===== src/rtl/stack_arbiter.sv =====
// stack_arbiter
//   Shares one synchronous push/pop stack between two requesters (r0, r1).
//   Transactions are serialised onto the stack port one at a time. The
//   arbiter tracks occupancy itself, so overflow and underflow are rejected
//   with an error ack and never reach the stack.
//
// Handshake: rN_req acts as "valid". It is raised together with a stable
//   rN_op (1=push, 0=pop) and rN_wdata, and held until rN_ack. rN_ack is a
//   single-cycle completion pulse. rN_err and, for a successful pop, rN_rdata
//   are valid in the same cycle as rN_ack. A req still high in IDLE after its
//   ack starts a new transaction.
//
// Ports:
//   clk, reset_n              clock, asynchronous active-low reset
//   rN_req/op/wdata           requester N transaction inputs
//   rN_ack/err/rdata          requester N completion outputs
//   stk_push/pop/data_in      strobes and write data to the stack
//   stk_data_out, stk_empty   stack read data (valid the cycle after a pop)
//                             and empty flag (consistency check only)
//   count                     occupancy as tracked by the arbiter
//   dbg_state                 current FSM state (IDLE=0 ISSUE=1 CAPTURE=2 RESP=3)
//
// Build option:
//   STACK_ARB_FIXED_PRIO_EN   when defined, r0 always wins a tie (r1 may
//                             starve); otherwise ties are round-robin.

module stack_arbiter #(
    parameter int DATA_WIDTH = 8,
    parameter int DEPTH      = 16,
    localparam int CNT_W     = $clog2(DEPTH + 1)
) (
    input  logic                  clk,
    input  logic                  reset_n,
    input  logic                  r0_req,
    input  logic                  r0_op,
    input  logic [DATA_WIDTH-1:0] r0_wdata,
    output logic                  r0_ack,
    output logic                  r0_err,
    output logic [DATA_WIDTH-1:0] r0_rdata,
    input  logic                  r1_req,
    input  logic                  r1_op,
    input  logic [DATA_WIDTH-1:0] r1_wdata,
    output logic                  r1_ack,
    output logic                  r1_err,
    output logic [DATA_WIDTH-1:0] r1_rdata,
    output logic                  stk_push,
    output logic                  stk_pop,
    output logic [DATA_WIDTH-1:0] stk_data_in,
    input  logic [DATA_WIDTH-1:0] stk_data_out,
    input  logic                  stk_empty,
    output logic [CNT_W-1:0]      count,
    output logic [1:0]            dbg_state
);

    typedef enum logic [1:0] {
        IDLE    = 2'd0,
        ISSUE   = 2'd1,
        CAPTURE = 2'd2,
        RESP    = 2'd3
    } state_t;

    localparam logic [CNT_W-1:0] FULL = CNT_W'(DEPTH);

    state_t                state;
    logic                  op_q;
    logic                  id_q;
    logic                  err_q;
    logic [DATA_WIDTH-1:0] wdata_q;

    logic                  grant_any;
    logic                  grant_id;
    logic                  sel_op;
    logic [DATA_WIDTH-1:0] sel_wdata;

`ifdef STACK_ARB_FIXED_PRIO_EN
    // r1 only wins when r0 is idle.
    always_comb begin
        grant_any = r0_req | r1_req;
        grant_id  = ~r0_req;
    end
`else
    // rr_last holds the id of the last requester served; a tie goes to the
    // other one. Reset value 1 makes r0 win the first tie.
    logic rr_last;

    always_comb begin
        grant_any = r0_req | r1_req;
        if (r0_req && r1_req) begin
            grant_id = ~rr_last;
        end else begin
            grant_id = ~r0_req;
        end
    end
`endif

    always_comb begin
        sel_op    = grant_id ? r1_op    : r0_op;
        sel_wdata = grant_id ? r1_wdata : r0_wdata;
    end

    assign dbg_state = state;

    // Stack strobes are registered on the IDLE->ISSUE transition so they are
    // high exactly during the ISSUE cycle. The same saturation decision is
    // repeated in ISSUE to update count and err (count is unchanged between).
    always_ff @(posedge clk or negedge reset_n) begin
        if (!reset_n) begin
            state       <= IDLE;
            op_q        <= 1'b0;
            id_q        <= 1'b0;
            err_q       <= 1'b0;
            wdata_q     <= '0;
            count       <= '0;
            r0_ack      <= 1'b0;
            r0_err      <= 1'b0;
            r0_rdata    <= '0;
            r1_ack      <= 1'b0;
            r1_err      <= 1'b0;
            r1_rdata    <= '0;
            stk_push    <= 1'b0;
            stk_pop     <= 1'b0;
            stk_data_in <= '0;
`ifndef STACK_ARB_FIXED_PRIO_EN
            rr_last     <= 1'b1;
`endif
        end else begin
            case (state)
                IDLE: begin
                    r0_ack <= 1'b0;
                    r1_ack <= 1'b0;
                    r0_err <= 1'b0;
                    r1_err <= 1'b0;
                    err_q  <= 1'b0;
                    if (grant_any) begin
                        id_q    <= grant_id;
                        op_q    <= sel_op;
                        wdata_q <= sel_wdata;
                        if (sel_op && (count != FULL)) begin
                            stk_push    <= 1'b1;
                            stk_data_in <= sel_wdata;
                        end else if (!sel_op && (count != '0)) begin
                            stk_pop <= 1'b1;
                        end
                        state <= ISSUE;
                    end
                end
                ISSUE: begin
                    stk_push <= 1'b0;
                    stk_pop  <= 1'b0;
                    if (op_q) begin
                        if (count != FULL) begin
                            count <= count + 1'b1;
                        end else begin
                            err_q <= 1'b1;
                        end
                        state <= RESP;
                    end else if (count != '0) begin
                        count <= count - 1'b1;
                        state <= CAPTURE;
                    end else begin
                        err_q <= 1'b1;
                        state <= RESP;
                    end
                end
                CAPTURE: begin
                    if (id_q) begin
                        r1_rdata <= stk_data_out;
                    end else begin
                        r0_rdata <= stk_data_out;
                    end
                    state <= RESP;
                end
                RESP: begin
                    if (id_q) begin
                        r1_ack <= 1'b1;
                        r1_err <= err_q;
                    end else begin
                        r0_ack <= 1'b1;
                        r0_err <= err_q;
                    end
`ifndef STACK_ARB_FIXED_PRIO_EN
                    rr_last <= id_q;
`endif
                    err_q <= 1'b0;
                    state <= IDLE;
                end
                default: state <= IDLE;
            endcase
        end
    end

`ifndef SYNTHESIS
    // The attached stack's empty flag must agree with the tracked occupancy
    // whenever no transaction is in flight.
    a_empty_consistent: assert property (
        @(posedge clk) disable iff (!reset_n)
        (state == IDLE) |-> (stk_empty == (count == '0))
    );
`endif

endmodule


===== config.mk =====
export PLATFORM = sky130hd
export DESIGN_NAME = stack_arbiter
export DESIGN_NICKNAME = d
export VERILOG_FILES = /design/src/rtl/stack_arbiter.sv
export SDC_FILE = /design/constraint.sdc
export NUM_CORES = 1
export LEC_CHECK = 0
export ABC_AREA = 1
export BUFFER_PORTS_ARGS = -buffer_cell sky130_fd_sc_hd__buf_2
export CORE_MARGIN = 10
export CORE_UTILIZATION = 25
export DETAILED_ROUTE_END_ITERATION = 6
export HOLD_SLACK_MARGIN = 0.15
export PLACE_DENSITY = 0.55
export SLEW_MARGIN = 20
export SYNTH_ARGS = -nofsm -noshare
export SYNTH_HDL_FRONTEND = slang
export SYNTH_SLANG_ARGS = --single-unit

===== constraint.sdc =====
create_clock -name clk -period 1.35 [get_ports clk]
set_input_delay 0.27 -clock clk [delete_from_list [all_inputs] [get_ports clk]]
set_output_delay 0.27 -clock clk [all_outputs]
set_load 0.005 [all_outputs]

==> out/metrics.yaml <==
outcome: "completed"
initial_core_util_pct: 25.3
synth_cell_types: 26
gp_congestion: 0.791
die_x_um: 111
grt_first_pass_wirelength_mm: 9.09
hold_violations: 0
synth-seq-cells: 41
nets: 379
numPortBuffers: 66
clk_pin_slew_ps: 80
hold_path_class: "in2reg"
tightest_slew_ps: 350
yosys_warnings: 0
coreArea_um2: 8130
via_count: 1837
drtPass1Iterations: 4
vias_per_cell: 4.14
wl_per_cell_um: 12.7
switching_share_pct: 41.3
timing.critical_path.required_ps: 1540
grt.total_usage_pct: 8.56
cts_root_buf: "clkbuf_8"
final_util_pct: 36.7
p_switching_mw: 2.79
grt_overflow: 0
area_delta_synth_final_pct: 44.8
path_max_fanout: 3
cts_tree: "yes"
clk_path_buf_depth: 2
ir_drop_mv: 1.12
power_leakage_nw: 1.59
grt_pass1_vias: 1896
final-setup-viol-count: 0
fillers: 879
routed_wirelength_mm: 5.66
die_area_um2: 12300
ys_seq_area_share_pct: 49.8
setup_ws_ps: 27.3
crit_arrival_ps: 1510
grt_max_degree: 22
relSlewSlack_pct: 76.6
period_share_pct: 98.0
synth_area_um2: 2060
drc: 0
die_height_um: 111
grt_setup_unrepaired: "yes"
fin_hold_ws_ps: 246
netlist_instances: 242
htreeDepth: 2
grt_antenna_before_repair: 0
timing.fmax_mhz: 756
worstSetupPathType: "reg2reg"
dr.first_iter.drc_count: 37
numCtsBuffers: 5
p_total_mw: 6.77
skew_ps: 6.39
drv_slew: 0
io-pin-count: 68
dp_hpwl_mm: 4.27
critPathCaptureType: "register"
pwr-share-seq_pct: 33.5
synth_area_per_cell_um2: 8.52
drt.antenna.violating_nets: 0
synth_nets: 283
start_kind: "register"
comb_power_share_pct: 54.0
maxCapViolations: 0
p_int_mw: 3.97
clock_power_share_pct: 12.5
final_cell_mix: "nand2_1 (71), buf_2 (66), dfrtp_1 (38), o21ai_0 (24), nand3_1 (21)"
rows: 33
pre_cts_slack_ps: -50.8
post-route-min-period_ps: 1320
clkSinkCount: 41
drive_gt1_share_pct: 42.5
insertion_delay_ps: 290
mostFrequentLayoutCell: "nand2_1"
p_per_area_nw_per_um2: 2270
antenna_cells: 0
[sequential cells by signal (all words and copies together) (netlist names)]
name	count
op_q	1
r0_err	1
stk_data_in	8
r1_rdata	8
dbg_state	2
err_q	1
r1_ack	1
stk_push	1
id_q	1
r1_err	1
stk_pop	1
rr_last	1
r0_ack	1
count	5
r0_rdata	8
[metal layers]
| layer | track usage, % | vias up | routed length [µm] |
|---|---|---|---|
| met2 | 13.2 | 43 | 2590 |
| met1 | 10.9 | 829 | 2630 |
| met3 | 3.52 | 2 | 420 |
| met5 | 0 | - | 0 |
| met4 | 1.74 | 0 | 15 |
| li1 | - | 963 | - |
[cells in the mapped netlist, drive strengths merged]
master / count / area [µm²]
a21boi: 1 / 7.51
ha: 9 / 113
xnor2: 2 / 17.5
dfstp: 1 / 26.3
nand3b: 1 / 7.51
nand4: 1 / 6.26
nand3: 23 / 115
inv: 27 / 111
buf: 2 / 16.3
dfrtp: 40 / 1000
nand2: 90 / 393
nor3: 1 / 5.00
clkbuf: 1 / 3.75
a21oi: 5 / 25.0
o21ai: 25 / 125
nor2: 9 / 41.3
xor2: 3 / 26.3
fa: 1 / 20.0
[worst max-delay path, cell delays in order (launching register included)]
cell	delay [ps]
dfrtp_1	430
fa_2	420
nand3_2	70
nand2_2	50
xor2_1	140
nand2_1	60
nand2_1	40
[cell type report]
| class | count | area [µm²] | share of cell area, % |
|---|---|---|---|
| Clock inverter | 2 | 13.8 | 0.461 |
| Sequential cell | 41 | 1030 | 34.5 |
| Inverter | 27 | 131 | 4.40 |
| Tap cell | 105 | 131 | 4.40 |
| Timing Repair inverter | 2 | 17.5 | 0.587 |
| Multi-Input combinational cell | 172 | 1040 | 35.0 |
| Clock buffer | 6 | 82.6 | 2.77 |
| Timing Repair Buffer | 89 | 534 | 17.9 |
[stage by stage]
stage	cell area [µm²]	setup TNS, ps	std cells
4_1_cts	2780	0	435
3_3_place_gp	2660	-44.9	425
5_1_grt	2980	-468	444
3_5_place_dp	2660	-197	425
6_report	2980	0	444
2_1_floorplan	2080	0	242
[worst paths after layout]
check | startpoint | endpoint | slack (ps) | cells past startpoint
hold / removal | stk_data_out[5] | r1_rdata[5] | 250 | 3
hold reg to reg | stk_data_in[6] | stk_data_in[6] | 480 | 2
min in group asynchronous | reset_n | r0_ack | 430 | 2
max in group asynchronous | reset_n | count[3] | 460 | 3
setup / recovery | count[0] | count[4] | 30 | 6
setup reg to reg | count[0] | count[4] | 30 | 6
[power groups by stage]
stage / logic (mW) / registers, mW / clock network, mW
detailed placement: 3.16 / 2.25 / 0
floorplan: 1.77 / 2.27 / 0
global route: 4.16 / 2.36 / 0.948
finish: 3.65 / 2.26 / 0.849
global placement: 3.11 / 2.23 / 0
CTS: 3.24 / 2.22 / 0.898
[logic make-up after synthesis]
| kind of cell | Yosys count | synth area share [%] |
|---|---|---|
| simple gates | 125 | 27.6 |
| flops | 41 | 49.8 |
| compound gates | 31 | 7.65 |
| buf+inv | 30 | 6.37 |
| fa+ha+maj | 10 | 6.44 |
| xor+xnor | 5 | 2.13 |
[what timing repair did]
| action | in CTS | in global routing |
|---|---|---|
| buffers inserted | 1 | 6 |
| hold buffers | 1 | 0 |
| gates cloned | 0 | 3 |
| hold endpoints to repair | 11 | 0 |
| gates resized for setup | 3 | 39 |
| setup endpoints to repair | 21 | 22 |
| pin swaps | 0 | 14 |
Power figures use the tool's default switching activity.
